File: src/rtl/fetch_stage.sv
// Fetch stage: PC register, next-PC select with E-stage branch/jump resolution, and the F/D pipeline register.
// Optional macro FLUSH_ON_REDIRECT_EN squashes the F/D register on a taken redirect (no delay slot).
module fetch_stage #(
    parameter logic [31:0] RESET_PC  = 32'h0000_3000,
    parameter logic [31:0] NOP_INSTR = 32'h0000_0000
) (
    input  logic        clk,
    input  logic        reset,
    input  logic        pc_enable,
    input  logic        pff_enable,
    input  logic [2:0]  npc_jump_mode,
    input  logic [31:0] cmp_a,
    input  logic [31:0] cmp_b,
    input  logic [31:0] br_pc4,
    input  logic [31:0] br_instr,
    input  logic [31:0] reg_target,
    output logic [31:0] imem_addr,
    input  logic [31:0] imem_rdata,
    output logic [31:0] f_pc,
    output logic [31:0] d_instr,
    output logic [31:0] d_pc,
    output logic [31:0] d_pc4,
    output logic        redirect,
    output logic        align_err
);

    typedef enum logic [2:0] {
        JM_DISABLED   = 3'd0,
        JM_WHEN_EQUAL = 3'd1,
        JM_J          = 3'd2,
        JM_REG        = 3'd3
    } jump_mode_e;

    logic [31:0] pc_q, pc_d;
    logic [31:0] d_instr_q, d_instr_d;
    logic [31:0] d_pc_q, d_pc_d;
    logic [31:0] d_pc4_q, d_pc4_d;
    logic        align_err_q, align_err_d;

    logic [31:0] pc_plus4;
    logic [31:0] target_raw;
    logic [31:0] target;
    logic        redirect_c;

    assign pc_plus4 = pc_q + 32'd4;

    // target_raw keeps reg_target's low bits so a misaligned jr/jalr target is still visible to align_err.
    // NOTE: every signal assigned in always_comb gets a default first, so no path can infer a latch.
    always_comb begin
        redirect_c = 1'b0;
        target_raw = 32'd0;
        case (npc_jump_mode)
            JM_WHEN_EQUAL: begin
                redirect_c = (cmp_a == cmp_b);
                target_raw = br_pc4 + {{14{br_instr[15]}}, br_instr[15:0], 2'b00};
            end
            JM_J: begin
                redirect_c = 1'b1;
                target_raw = {br_pc4[31:28], br_instr[25:0], 2'b00};
            end
            JM_REG: begin
                redirect_c = 1'b1;
                target_raw = reg_target;
            end
            default: begin
                redirect_c = 1'b0;
                target_raw = 32'd0;
            end
        endcase
    end

    assign target = {target_raw[31:2], 2'b00};

    // A redirect wins over a PC stall: the branch leaves E on this edge and is never replayed.
    always_comb begin
        pc_d        = pc_q;
        align_err_d = align_err_q | (redirect_c & (target_raw[1:0] != 2'b00));
        if (redirect_c) begin
            pc_d = target;
        end else if (pc_enable) begin
            pc_d = pc_plus4;
        end
    end

    always_comb begin
        d_instr_d = d_instr_q;
        d_pc_d    = d_pc_q;
        d_pc4_d   = d_pc4_q;
`ifdef FLUSH_ON_REDIRECT_EN
        if (redirect_c) begin
            d_instr_d = NOP_INSTR;
            d_pc_d    = 32'd0;
            d_pc4_d   = 32'd0;
        end else if (pff_enable) begin
            d_instr_d = imem_rdata;
            d_pc_d    = pc_q;
            d_pc4_d   = pc_plus4;
        end
`else
        if (pff_enable) begin
            d_instr_d = imem_rdata;
            d_pc_d    = pc_q;
            d_pc4_d   = pc_plus4;
        end
`endif
    end

    // NOTE: sequential state uses non-blocking assignments so all registers sample pre-edge values together.
    always_ff @(posedge clk or posedge reset) begin
        if (reset) begin
            pc_q        <= RESET_PC;
            d_instr_q   <= NOP_INSTR;
            d_pc_q      <= 32'd0;
            d_pc4_q     <= 32'd0;
            align_err_q <= 1'b0;
        end else begin
            pc_q        <= pc_d;
            d_instr_q   <= d_instr_d;
            d_pc_q      <= d_pc_d;
            d_pc4_q     <= d_pc4_d;
            align_err_q <= align_err_d;
        end
    end

    assign imem_addr = pc_q;
    assign f_pc      = pc_q;
    assign d_instr   = d_instr_q;
    assign d_pc      = d_pc_q;
    assign d_pc4     = d_pc4_q;
    assign redirect  = redirect_c;
    assign align_err = align_err_q;

endmodule
File: config.mk
export PLATFORM = sky130hd
export DESIGN_NAME = fetch_stage
export DESIGN_NICKNAME = d
export VERILOG_FILES = /design/src/rtl/fetch_stage.sv
export SDC_FILE = /design/constraint.sdc
export NUM_CORES = 1
export LEC_CHECK = 0
export CAP_MARGIN = 20
export CORE_MARGIN = 10
export CORE_UTILIZATION = 44
export CTS_BUF_LIST = sky130_fd_sc_hd__clkbuf_4 sky130_fd_sc_hd__clkbuf_8
export DETAILED_ROUTE_END_ITERATION = 7
export HOLD_SLACK_MARGIN = 0.12
export PLACE_DENSITY = 0.94
export SLEW_MARGIN = 20
export SYNTH_ARGS = -nofsm -noshare
export SYNTH_HDL_FRONTEND = slang
export SYNTH_SLANG_ARGS = --single-unit
File: constraint.sdc
create_clock -name clk -period 4.75 [get_ports clk]
set_clock_uncertainty 0.15 [all_clocks]
set_input_delay 0.95 -clock clk [delete_from_list [all_inputs] [get_ports clk]]
set_output_delay 0.95 -clock clk [all_outputs]
set_load 0.03 [all_outputs]
Yosys cells after proc, flatten, opt, wreduce, memory -nomap -nowiden
Cells that the tools add are included.
W data, S select, Z words.

word-level totals
  logic and storage cells = 20
  bits of input ports = 199
  register bits = 129
  output and inout bits = 162

cells by class
  add/sub/neg operators = 2
  bitwise operators = 2
  reduce and logical (&&, ||, !) cells = 3
  eq/ne operators = 4
  multiplexer cells = 4

operators by type and width
  operator                 count
  $pmux W32 S3             1
  $mux W32                 2
  $add A32 B3 Y32 const B  1
  $add A32 B32 Y32         1
  $eq A32 B32 Y1           1
  $eq A3 B2 Y1 const B     2
  $reduce_bool A2 Y1       2
  $eq A3 B1 Y1 const B     1
  $pmux W1 S2              1
  $reduce_or A2 Y1         1
  $and A1 B1 Y1            1
  $or A1 B1 Y1             1

Depth between registers and ports, before layout
  word-level depth = 5
  gate-level depth with buffers = 11
  depth with buffers taken out = 11

Worst setup path after synthesis
No wires, ideal clock.

  path type = in2out
  from = input cmp_b[19]
  to = output redirect
  cell stages on the path = 7
  path slack = 1.113 ns
  buffers on the path = 1
  data arrival time = 2.537 ns
  data required time = 3.650 ns
  cells stage by stage = xor2_1 or4_4 nor3b_4 nand4_4 and2_4 inv_1 buf_2

on the way
  cells in the longest elaborated chain, start to end = 2

ends and longest elaborated chain
  element             line  RTL
  start: declaration  13    input logic [31:0] cmp_b,
  $eq A32 B32 Y1      54    redirect_c = (cmp_a == cmp_b);
  $pmux W1 S2         52    case (npc_jump_mode)
  end: declaration    23    output logic redirect,

Every way passes these cells.

Worst setup path in the final report
Same ends and word-level chain as after synthesis.

==> results.py <==
metrics = {
    "yosys": {
        "synth_area_leaders": "dfrtp_1, mux2_2, xnor2_1",
        "synth_flop_cell": "dfrtp_1",
        "netlist.top_cell.by_area": "dfrtp_1",
        "yosysWarnings": 0,
        "synth_edf_count": 0,
        "synth_area_per_cell_um2": 9.47,
        "ys_ff_latch": 123,
        "synth.distinct_cells": 67,
        "ys_seq_area_share_pct": 36.9,
        "syn-cell-area_um2": 8340,
        "synth_top_cell_area_share_pct": 36.3,
        "synth_async_sr_flop_share_pct": 100,
        "synth_cells": 881,
    },
    "place": {
        "preCtsSetupSlack_ps": 496,
        "port_buffers": 346,
        "hpwl_mm": 24.5,
        "gp_congestion": 0.943,
    },
    "timing": {
        "setup_violations": 0,
        "finalSetupTns_ps": 0,
        "drv_slew": 0,
        "rsz0062_at_grt": "no",
        "period_needed_ps": 4270,
        "max_slew_margin_pct": 37.1,
        "post-route-period-util_pct": 89.9,
        "fmax_mhz": 234,
        "max_slew.worst_pin.slew_ps": 944,
        "hold_viol_final": 0,
        "setup_ws_ps": 481,
    },
    "final_layout": {
        "fin_nets": 1413,
        "drive_above_1_share_pct": 11.7,
        "layout_commonest_cell": "clkdlybuf4s50_1",
        "area_delta_synth_final_pct": 45.4,
        "final_cell_mix": "clkdlybuf4s50_1, dfrtp_1, nor2_1",
        "num-fill-cells": 1480,
    },
    "drt": {
        "vias_per_cell": 5.43,
        "wl_per_cell_um": 21.1,
        "drtPass1Iterations": 5,
        "wirelength_mm": 30.2,
        "ant_nets": 0,
        "drc_errors": 0,
        "drtIter0Drc": 583,
        "vias": 7770,
    },
    "setup_path": {
        "worstPathArrival_ps": 3170,
        "slowest_delay_ps": 560,
        "path_max_fanout": 40,
        "start_kind": "primary input",
        "cp_cell_sequence": "clkdlybuf4s50_1 -> xor2_1 -> or4_4 -> nor3b_4 -> nand4_4 -> and2_4 -> inv_1 -> buf_4",
        "cp-end-kind": "output pin",
        "worstPathRequired_ps": 3650,
        "crit_slowest_cell": "or4_4",
        "timing_worst_setup_path_type": "in2out",
    },
    "cts": {
        "tritoncts.num_buffers": 17,
        "cts_sinks": 123,
        "insertion_delay_ps": 430,
        "postCtsHoldBufs": 0,
        "cts_setup_buffers": 0,
        "cts_max_path_buffers": 2,
        "cts-htree-levels": 4,
        "cts_tree": "done",
        "cts.repair.resized": 0,
        "clk_pin_slew_ps": 70,
        "ctsRootBufferMaster": "clkbuf_8",
    },
    "floorplan": {
        "rows": 50,
        "start_util_pct": 44.6,
        "io_pins": 361,
        "die_w_um": 158,
        "fp.dieArea_um2": 24900,
        "fp.dieH_um": 158,
        "core_area_um2": 18700,
    },
    "grt": {
        "grt_max_degree": 90,
        "grt_pass1_vias": 7842,
        "grt_pass1_wl_mm": 44.9,
        "overflow": 0,
        "groute.usage.overall_pct": 23.1,
        "antenna_found_initial": 2,
    },
    "power_and_ir_drop": {
        "ir_drop_mv": 0.185,
        "powerDensity_nw_per_um2": 334,
        "power.leakage_nw": 4.85,
    },
    "outcome": {
        "status": "finished, final reports clean",
    },
    "min_path": {
        "hp-class": "reg2reg",
    },
    "job": {
        "cap_violations": 0,
    },
}
-- per-stage QoR --
step | cells | area (um^2) | total power, mW | hold WS, ps | util (%)
floorplan | 888 | 8370 | 2.44 | 486 | -
global placement | 1398 | 11800 | 3.17 | 289 | 62.8
detailed placement | 1398 | 11800 | 3.21 | 301 | 62.8
CTS | 1430 | 12100 | 4.07 | 324 | 64.8
global route | 1432 | 12100 | 4.23 | 371 | 64.8
finish | 1432 | 12100 | 4.05 | 327 | 64.8
-- flip-flops by register name (all words and copies together), names as in the netlist --
register / flops
f_pc: 30
d_pc: 30
d_instr: 32
d_pc4: 30
align_err: 1
-- where the power goes --
group | internal, mW | total [mW] | switching, mW
clock network | 0.426 | 0.853 | 0.426
registers | 1.22 | 1.43 | 0.206
logic | 0.803 | 1.77 | 0.963
-- worst max-delay path, delay by kind of cell --
family / cells / cell delay, ps
XOR/XNOR: 1 / 210
buffers and inverters: 3 / 770
AND/OR/NAND/NOR: 4 / 1210
-- final timing paths --
check | startpoint | to | slack [ps] | cells after the start
worst max-delay path | cmp_b[19] | redirect | 480 | 8
worst min-delay path | align_err | align_err | 330 | 1
worst max register to register | f_pc[2] | f_pc[26] | 1720 | 9
worst min register to register | align_err | align_err | 330 | 1
max in group asynchronous | reset | d_pc4[15] | 2810 | 3
min in group asynchronous | reset | d_instr[31] | 800 | 2
-- metal layers --
metal  up-vias  part of all wire, %  GRT usage [%]
li1       3685                    -              -
met1      3737                   41           28.8
met2       312                   52           40.0
met3        36                  5.2           3.50
met4         0                  2.0           7.35
met5         -                    0              0
-- synth_stat cells (all sizes together), types with 27 or more instances --
| library cell | number |
|---|---|
| dfrtp | 121 |
| o21ai | 34 |
| clkbuf | 27 |
| buf | 56 |
| mux2 | 74 |
| ha | 30 |
| nor2 | 78 |
| xnor2 | 61 |
| nand2 | 53 |
| xor2 | 41 |
| a21oi | 75 |
-- kinds of logic (layout without fill, tap and decap cells) --
group | count (synthesis) | count (layout) | synth area share (%)
simple gates | 248 | 248 | 15.3
compound gates | 178 | 178 | 13.0
flops | 123 | 123 | 36.9
xor+xnor | 102 | 102 | 10.7
buf+inv | 100 | 408 | 6.43
mux | 98 | 98 | 12.9
fa+ha+maj | 31 | 31 | 4.74
other cells | 1 | 10 | 0.0450
-- final cells by class --
class	count	area [um^2]	share of cell area [%]
clock inverter	14	124	1.02
timing repair buffer	359	3560	29.4
sequential	123	3080	25.4
antenna	2	5.00	0.0413
multi-input combinational	665	4750	39.2
inverter	17	66.3	0.547
clock buffer	18	248	2.04
tap	234	293	2.41
(Power assumes the default switching activity.)
